==> src/rtl/mc_ctrl_pkg.sv <==
// Shared definitions for the multi-cycle MIPS control sequencer:
// state encoding, supported opcodes and datapath select encodings.
// Optional feature macro: MULTICYCLE_JUMP_EN (adds the JUMP state and j opcode).
package mc_ctrl_pkg;

    typedef enum logic [3:0] {
        S_FETCH  = 4'd0,
        S_DECODE = 4'd1,
        S_MEMADR = 4'd2,
        S_MEMRD  = 4'd3,
        S_MEMWB  = 4'd4,
        S_MEMWR  = 4'd5,
        S_EXEC   = 4'd6,
        S_ALUWB  = 4'd7,
        S_BRANCH = 4'd8
`ifdef MULTICYCLE_JUMP_EN
        ,
        S_JUMP   = 4'd9
`endif
    } state_e;

    localparam logic [5:0] OP_RTYPE = 6'b000000;
    localparam logic [5:0] OP_LW    = 6'b100011;
    localparam logic [5:0] OP_SW    = 6'b101011;
    localparam logic [5:0] OP_BEQ   = 6'b000100;
    localparam logic [5:0] OP_J     = 6'b000010;

    localparam logic [1:0] ALUOP_ADD   = 2'b00;
    localparam logic [1:0] ALUOP_SUB   = 2'b01;
    localparam logic [1:0] ALUOP_FUNCT = 2'b10;

    localparam logic [1:0] SRCB_REGB    = 2'b00;
    localparam logic [1:0] SRCB_FOUR    = 2'b01;
    localparam logic [1:0] SRCB_IMM     = 2'b10;
    localparam logic [1:0] SRCB_IMM_SH2 = 2'b11;

    localparam logic [1:0] PCSRC_ALU    = 2'b00;
    localparam logic [1:0] PCSRC_ALUOUT = 2'b01;
    localparam logic [1:0] PCSRC_JUMP   = 2'b10;

    // True when the opcode has an execute path in this build.
    function automatic logic is_legal_op(input logic [5:0] op);
        logic legal;
        case (op)
            OP_RTYPE, OP_LW, OP_SW, OP_BEQ: legal = 1'b1;
`ifdef MULTICYCLE_JUMP_EN
            OP_J:                           legal = 1'b1;
`endif
            default:                        legal = 1'b0;
        endcase
        return legal;
    endfunction

endpackage

==> src/rtl/mc_output_decode.sv <==
// Moore strobe decode: maps the sequencer state (plus mem_ready where the
// handshake completes a phase) to the datapath controls for this cycle.
// Optional feature macro: MULTICYCLE_JUMP_EN.
import mc_ctrl_pkg::*;

module mc_output_decode (
    input  state_e     state,
    input  logic       mem_ready,
    output logic       pc_write,
    output logic       ir_write,
    output logic       iord,
    output logic       mem_read,
    output logic       mem_write,
    output logic       memto_reg,
    output logic       reg_dst,
    output logic       reg_write,
    output logic       alu_src_a,
    output logic       branch,
    output logic [1:0] alu_src_b,
    output logic [1:0] alu_op,
    output logic [1:0] pc_src,
    output logic       done
);

    // Per-state strobe table; everything not named for a state stays low.
    always_comb begin
        pc_write  = 1'b0;
        ir_write  = 1'b0;
        iord      = 1'b0;
        mem_read  = 1'b0;
        mem_write = 1'b0;
        memto_reg = 1'b0;
        reg_dst   = 1'b0;
        reg_write = 1'b0;
        alu_src_a = 1'b0;
        branch    = 1'b0;
        alu_src_b = SRCB_REGB;
        alu_op    = ALUOP_ADD;
        pc_src    = PCSRC_ALU;
        done      = 1'b0;
        case (state)
            S_FETCH: begin
                mem_read  = 1'b1;
                alu_src_b = SRCB_FOUR;
                ir_write  = mem_ready;
                pc_write  = mem_ready;
            end
            S_DECODE: begin
                alu_src_b = SRCB_IMM_SH2;
            end
            S_MEMADR: begin
                alu_src_a = 1'b1;
                alu_src_b = SRCB_IMM;
            end
            S_MEMRD: begin
                iord     = 1'b1;
                mem_read = 1'b1;
            end
            S_MEMWB: begin
                memto_reg = 1'b1;
                reg_write = 1'b1;
                done      = 1'b1;
            end
            S_MEMWR: begin
                iord      = 1'b1;
                mem_write = 1'b1;
                done      = mem_ready;
            end
            S_EXEC: begin
                alu_src_a = 1'b1;
                alu_op    = ALUOP_FUNCT;
            end
            S_ALUWB: begin
                reg_dst   = 1'b1;
                reg_write = 1'b1;
                done      = 1'b1;
            end
            S_BRANCH: begin
                alu_src_a = 1'b1;
                alu_op    = ALUOP_SUB;
                pc_src    = PCSRC_ALUOUT;
                branch    = 1'b1;
                done      = 1'b1;
            end
`ifdef MULTICYCLE_JUMP_EN
            S_JUMP: begin
                pc_src   = PCSRC_JUMP;
                pc_write = 1'b1;
                done     = 1'b1;
            end
`endif
            default: begin
                done = 1'b0;
            end
        endcase
    end

endmodule

==> src/rtl/multicycle_control.sv <==
// Multi-cycle MIPS control sequencer top: state register, latched opcode,
// next-state logic and retired-instruction counter. Strobes come from
// mc_output_decode and are held low while reset is asserted.
// Optional feature macro: MULTICYCLE_JUMP_EN (j opcode gets its own JUMP state).
import mc_ctrl_pkg::*;

module multicycle_control (
    input  logic        clk,
    input  logic        rst,
    input  logic [5:0]  opcode,
    input  logic        mem_ready,
    output logic        PCWrite,
    output logic        IRWrite,
    output logic        IorD,
    output logic        MemRead,
    output logic        MemWrite,
    output logic        MemtoReg,
    output logic        RegDst,
    output logic        RegWrite,
    output logic        ALUSrcA,
    output logic        Branch,
    output logic [1:0]  ALUSrcB,
    output logic [1:0]  ALUOp,
    output logic [1:0]  PCSrc,
    output logic        instr_done,
    output logic        illegal_op,
    output logic [31:0] instr_count
);

    state_e      state_r;
    state_e      state_nxt_s;
    logic [5:0]  op_q_r;
    logic [31:0] instr_count_r;

    logic        dec_pcwrite_s;
    logic        dec_irwrite_s;
    logic        dec_iord_s;
    logic        dec_memread_s;
    logic        dec_memwrite_s;
    logic        dec_memtoreg_s;
    logic        dec_regdst_s;
    logic        dec_regwrite_s;
    logic        dec_alusrca_s;
    logic        dec_branch_s;
    logic [1:0]  dec_alusrcb_s;
    logic [1:0]  dec_aluop_s;
    logic [1:0]  dec_pcsrc_s;
    logic        dec_done_s;
    logic        illegal_s;
    logic        done_s;

    mc_output_decode u_decode (
        .state     (state_r),
        .mem_ready (mem_ready),
        .pc_write  (dec_pcwrite_s),
        .ir_write  (dec_irwrite_s),
        .iord      (dec_iord_s),
        .mem_read  (dec_memread_s),
        .mem_write (dec_memwrite_s),
        .memto_reg (dec_memtoreg_s),
        .reg_dst   (dec_regdst_s),
        .reg_write (dec_regwrite_s),
        .alu_src_a (dec_alusrca_s),
        .branch    (dec_branch_s),
        .alu_src_b (dec_alusrcb_s),
        .alu_op    (dec_aluop_s),
        .pc_src    (dec_pcsrc_s),
        .done      (dec_done_s)
    );

    // An unsupported opcode is only judged in DECODE; it retires as a NOP.
    assign illegal_s = (state_r == S_DECODE) && !is_legal_op(opcode);
    assign done_s    = dec_done_s | illegal_s;

    // Next-state selection; after DECODE only the latched opcode steers the path.
    always_comb begin
        state_nxt_s = state_r;
        case (state_r)
            S_FETCH: begin
                if (mem_ready) begin
                    state_nxt_s = S_DECODE;
                end else begin
                    state_nxt_s = S_FETCH;
                end
            end
            S_DECODE: begin
                case (opcode)
                    OP_LW, OP_SW: state_nxt_s = S_MEMADR;
                    OP_RTYPE:     state_nxt_s = S_EXEC;
                    OP_BEQ:       state_nxt_s = S_BRANCH;
`ifdef MULTICYCLE_JUMP_EN
                    OP_J:         state_nxt_s = S_JUMP;
`endif
                    default:      state_nxt_s = S_FETCH;
                endcase
            end
            S_MEMADR: begin
                if (op_q_r == OP_LW) begin
                    state_nxt_s = S_MEMRD;
                end else if (op_q_r == OP_SW) begin
                    state_nxt_s = S_MEMWR;
                end else begin
                    state_nxt_s = S_FETCH;
                end
            end
            S_MEMRD: begin
                if (mem_ready) begin
                    state_nxt_s = S_MEMWB;
                end else begin
                    state_nxt_s = S_MEMRD;
                end
            end
            S_MEMWR: begin
                if (mem_ready) begin
                    state_nxt_s = S_FETCH;
                end else begin
                    state_nxt_s = S_MEMWR;
                end
            end
            S_EXEC:   state_nxt_s = S_ALUWB;
            S_MEMWB:  state_nxt_s = S_FETCH;
            S_ALUWB:  state_nxt_s = S_FETCH;
            S_BRANCH: state_nxt_s = S_FETCH;
            default:  state_nxt_s = S_FETCH;
        endcase
    end

    // State register, opcode latch and retire counter (wraps naturally at 2^32).
    always_ff @(posedge clk) begin
        if (rst) begin
            state_r       <= S_FETCH;
            op_q_r        <= 6'd0;
            instr_count_r <= 32'd0;
        end else begin
            state_r <= state_nxt_s;
            if (state_r == S_DECODE) begin
                op_q_r <= opcode;
            end
            if (done_s) begin
                instr_count_r <= instr_count_r + 32'd1;
            end
        end
    end

    // Output stage: all strobes held low during reset so an aborted access cannot fire.
    always_comb begin
        PCWrite    = 1'b0;
        IRWrite    = 1'b0;
        IorD       = 1'b0;
        MemRead    = 1'b0;
        MemWrite   = 1'b0;
        MemtoReg   = 1'b0;
        RegDst     = 1'b0;
        RegWrite   = 1'b0;
        ALUSrcA    = 1'b0;
        Branch     = 1'b0;
        ALUSrcB    = 2'b00;
        ALUOp      = 2'b00;
        PCSrc      = 2'b00;
        instr_done = 1'b0;
        illegal_op = 1'b0;
        if (rst) begin
            instr_done = 1'b0;
        end else begin
            PCWrite    = dec_pcwrite_s;
            IRWrite    = dec_irwrite_s;
            IorD       = dec_iord_s;
            MemRead    = dec_memread_s;
            MemWrite   = dec_memwrite_s;
            MemtoReg   = dec_memtoreg_s;
            RegDst     = dec_regdst_s;
            RegWrite   = dec_regwrite_s;
            ALUSrcA    = dec_alusrca_s;
            Branch     = dec_branch_s;
            ALUSrcB    = dec_alusrcb_s;
            ALUOp      = dec_aluop_s;
            PCSrc      = dec_pcsrc_s;
            instr_done = done_s;
            illegal_op = illegal_s;
        end
    end

    assign instr_count = instr_count_r;

endmodule

==> config.mk <==
export PLATFORM = sky130hd
export DESIGN_NAME = multicycle_control
export DESIGN_NICKNAME = d
export VERILOG_FILES = /design/src/rtl/mc_ctrl_pkg.sv /design/src/rtl/mc_output_decode.sv /design/src/rtl/multicycle_control.sv
export SDC_FILE = /design/constraint.sdc
export NUM_CORES = 1
export LEC_CHECK = 0
export CAP_MARGIN = 20
export CORE_UTILIZATION = 45
export DETAILED_ROUTE_END_ITERATION = 16
export PLACE_DENSITY = 0.74
export SLEW_MARGIN = 0
export SYNTH_ARGS = -nofsm -noshare
export SYNTH_HDL_FRONTEND = slang
export SYNTH_SLANG_ARGS = --single-unit
==> constraint.sdc <==
create_clock -name clk -period 3.8 [get_ports clk]
set_input_delay 0.76 -clock clk [delete_from_list [all_inputs] [get_ports clk]]
set_output_delay 0.76 -clock clk [all_outputs]
set_load 0.01 [all_outputs]
==> summary.md <==
| Metric | Value |
|---|---|
| Run status | `finished, final reports clean` |
| Worst Setup Start Kind | `input pin` |
| PortBufs | `57` |
| Crit-path max cell delay | `~0.55 ns` |
| Layout filler cell count | `512` |
| Worst Path Arrival | `between 2 and 3 ns` |
| RSZ-0062 raised after global routing | `no` |
| Vias | `2340` |
| Row count | `26` |
| Global-route wire length before repair | `9030 um` |
| H-tree depth | `2` |
| CTS tree | `done` |
| Pleak | `0.946 nW` |
| Total Power | `~0.82 mW` |
| Xor/xnor share of the synthesized area | `1.46%` |
| Mean area per synthesized cell | `8.29 um2` |
| Largest net degree at the start of global routing | `61` |
| Synth top area share | `35.0%` |
| Share of cells above drive strength 1 | `5.93%` |
| Slowest stage cell, crit path | `clkdlybuf4s50_1` |
| Final antenna-violating net count | `0` |
| CP Cell Sequence | `clkdlybuf4s50_1 > or4bb_1 > o311ai_1 > a21oi_4 > nor2_1 > clkdlybuf4s50_1` |
| DRC viols | `0` |
| # diodes | `0` |
| Largest family of logic cells by synthesized area | `simple AND/OR/NAND/NOR gates` |
| Most used cell, CP | `clkdlybuf4s50_1` |
| Actual slew at the worst max-slew pin | `0.673 ns` |
| Highest routed layer | `met4` |
| Hpwl dp | `roughly 3900 um` |
| Drt first pass iters | `4` |
| Die W | `~75 um` |
| Met1 WL | `2660 um` |
| Cell Area, Synth | `0.00240 mm2` |
| DIE AREA | `~0.0056 mm2` |
| HP Class | `reg2reg` |
| Most frequent cell after synthesis | `dfxtp_1` |
| Async S/R FF share, synth | `0%` |
| IO Count | `59` |
| # Post-CTS Setup Buffers | `0` |
| Crit path max-delay family | `buffers and inverters` |
| Setup Viol. Count Final | `0` |
| Synth Register Bits | `42` |
| Crit path kind | `in2out` |
| Fmax | `302 MHz` |
| Simple-gate portion of the synthesized area | `33.5%` |
| CTS clock-pin slew for the worst setup and hold paths | `roughly 0.08 ns` |
| Ratio of final minimum period to clock period | `87.3%` |
| WL final | `~5600 um` |
| DR iter-0 viols | `124` |
| Synthesized netlist net count | `300` |
| Max clock buf depth | `2` |
| Overall Global Routing Usage | `20.6%` |
| Core Region | `a little over 0.005 mm2` |
| P per Cell Area | `269 mW/mm2` |
| Worst path bufs/invs | `2` |
| Initial core utilization | `46.8%` |
| Post-synthesis adder-cell area fraction | `0.520%` |
| WL met3 | `199 um` |
| Post-Route Skew | `0.00950 ns` |
| Netlist cell types | `47` |
| Synth Area in Compound Gates | `18.4%` |
| Die H | `75.1 um` |
| Cells after Synth | `290` |
| Metal2 WL | `2680 um` |
| Skew-Pair Late Insertion Delay | `0.29 ns` |
| Wire length per cell | `13.7 um` |
| Worst Path Required | `3.04 ns` |
| Post-cts hold buffer count | `0` |
| Total negative slack | `0 ns` |
| YS warnings | `0` |
| Area leader, netlist | `dfxtp_1` |
| Max rail drop VDD | `roughly 350 uV` |
| CTS buffer count | `5` |
| Gpl congestion | `0.794` |
| Synth top cells by count | `dfxtp_1 (42), a21oi_1 (31), nor2_1 (22)` |
| Cts repair resizes | `0` |
| Final Slew Violations | `0` |
| CP max FO | `5` |
| Clk sinks | `42` |
| Vias in the first global route | `1898` |
| Endpoints failing hold | `0` |
| Antenna violations before repair | `0` |
| Clock root buffer | `clkbuf_8` |
| Area Overhead vs Synth | `27.3%` |
| Post-layout util | `just under 60%` |
| Crit path time final | `between 3 and 4 ns` |
| Mux share of post-synthesis cell area | `roughly 3.9%` |
| Vias per std cell | `roughly 5.7` |
| Synth top area cells | `dfxtp_1 (35%), a21oi_1 (6.5%), o31ai_1 (6.2%), or4_1 (6.2%), nor2_1 (3.4%)` |
| Setup crit end kind | `output pin` |
| Synth Flop Type | `dfxtp_1` |
| Number of synthesized flops with an enable pin | `0` |
| Slew headroom | `55.1%` |
| Final #Nets | `346` |
| Total of max-cap violations | `0` |
| Remaining Overflow, GRT | `0` |
| Sequential-to-total area share from yosys stat | `35.0%` |
==> path summary, 6_finish.rpt <==
path	from	end	slack, ns	cells after the start
worst min-delay path	instr_count[27]	instr_count[27]	0.49	2
worst max register to register	state_r[2]	instr_count[25]	1.15	6
worst min register to register	instr_count[27]	instr_count[27]	0.49	2
worst max-delay path	mem_ready	instr_done	0.48	6
==> cell usage in the layout, fill, tap and decap left out, types with 3 or more instances in the layout <==
cell type and count:
a21oi_1 31, and2_1 3, and3_1 6, and4_1 5
buf_4 6, clkbuf_8 6, clkdlybuf4s50_1 57, dfxtp_1 42
inv_1 7, mux2i_1 7, nand2_1 18, nand2b_1 4
nand3_1 10, nand4_1 8, nor2_1 22, nor2b_1 4
nor3_1 4, nor4_1 4, nor4b_1 4, o21ai_1 8
o31ai_1 20, or3_1 8, or4_1 20
==> stage by stage <==
stage                     area, um2  hold WS, ns  worst slack [ns]  std cells
after floorplan                2400        0.460             0.942        290
after global placement         2970        0.475             0.496        399
after detailed placement       2970        0.483             0.489        399
after CTS                      3060        0.495             0.472        407
after global routing           3060        0.530             0.381        407
final                          3060        0.495             0.483        407
==> area by class of cell <==
| class | count | area (um2) | area share, % |
|---|---|---|---|
| Timing Repair Buffer | 63 | 616 | 20.1 |
| Tap cell | 70 | 87.6 | 2.86 |
| Multi-Input combinational cell | 217 | 1400 | 45.7 |
| Inverter | 7 | 26.3 | 0.859 |
| Clock buffer | 7 | 86.3 | 2.82 |
| Clock inverter | 1 | 5.00 | 0.164 |
| Sequential cell | 42 | 841 | 27.5 |
==> worst register-to-register path: stages, from the launching register on <==
cell,delay [ns]
dfxtp_1,0.75
or4bb_1,0.55
o311ai_1,0.15
a21oi_4,0.04
buf_4,0.30
nor4_1,0.41
mux2_1,0.34
==> metal layers <==
metal / up-vias / global-route usage [%]
met5: - / 0
met4: 0 / 5.03
met3: 5 / 4.42
met2: 46 / 32.3
met1: 1103 / 28.9
li1: 1186 / -
==> logic make-up (layout without fill, tap and decap cells) <==
family / Yosys count / count (layout)
AND/OR/NAND/NOR: 132 / 132
AO/OA/AOI/OAI: 70 / 70
flip-flops: 42 / 42
buffers and inverters: 31 / 78
multiplexers: 9 / 9
XOR/XNOR: 4 / 4
adder cells (fa/ha/maj): 1 / 1
other: 1 / 1
==> flip-flops by register name (all words and copies together), names as in the netlist <==
register and cells:
state_r 4, op_q_r 6, instr_count 32
==> where the power goes <==
| part | internal (mW) | switching (mW) | total (mW) |
|---|---|---|---|
| Sequential | 0.445 | 0.00437 | 0.449 |
| Clock | 0.147 | 0.149 | 0.296 |
| Combinational | 0.0350 | 0.0439 | 0.0789 |
No activity file was read; power rests on OpenSTA's default activity.
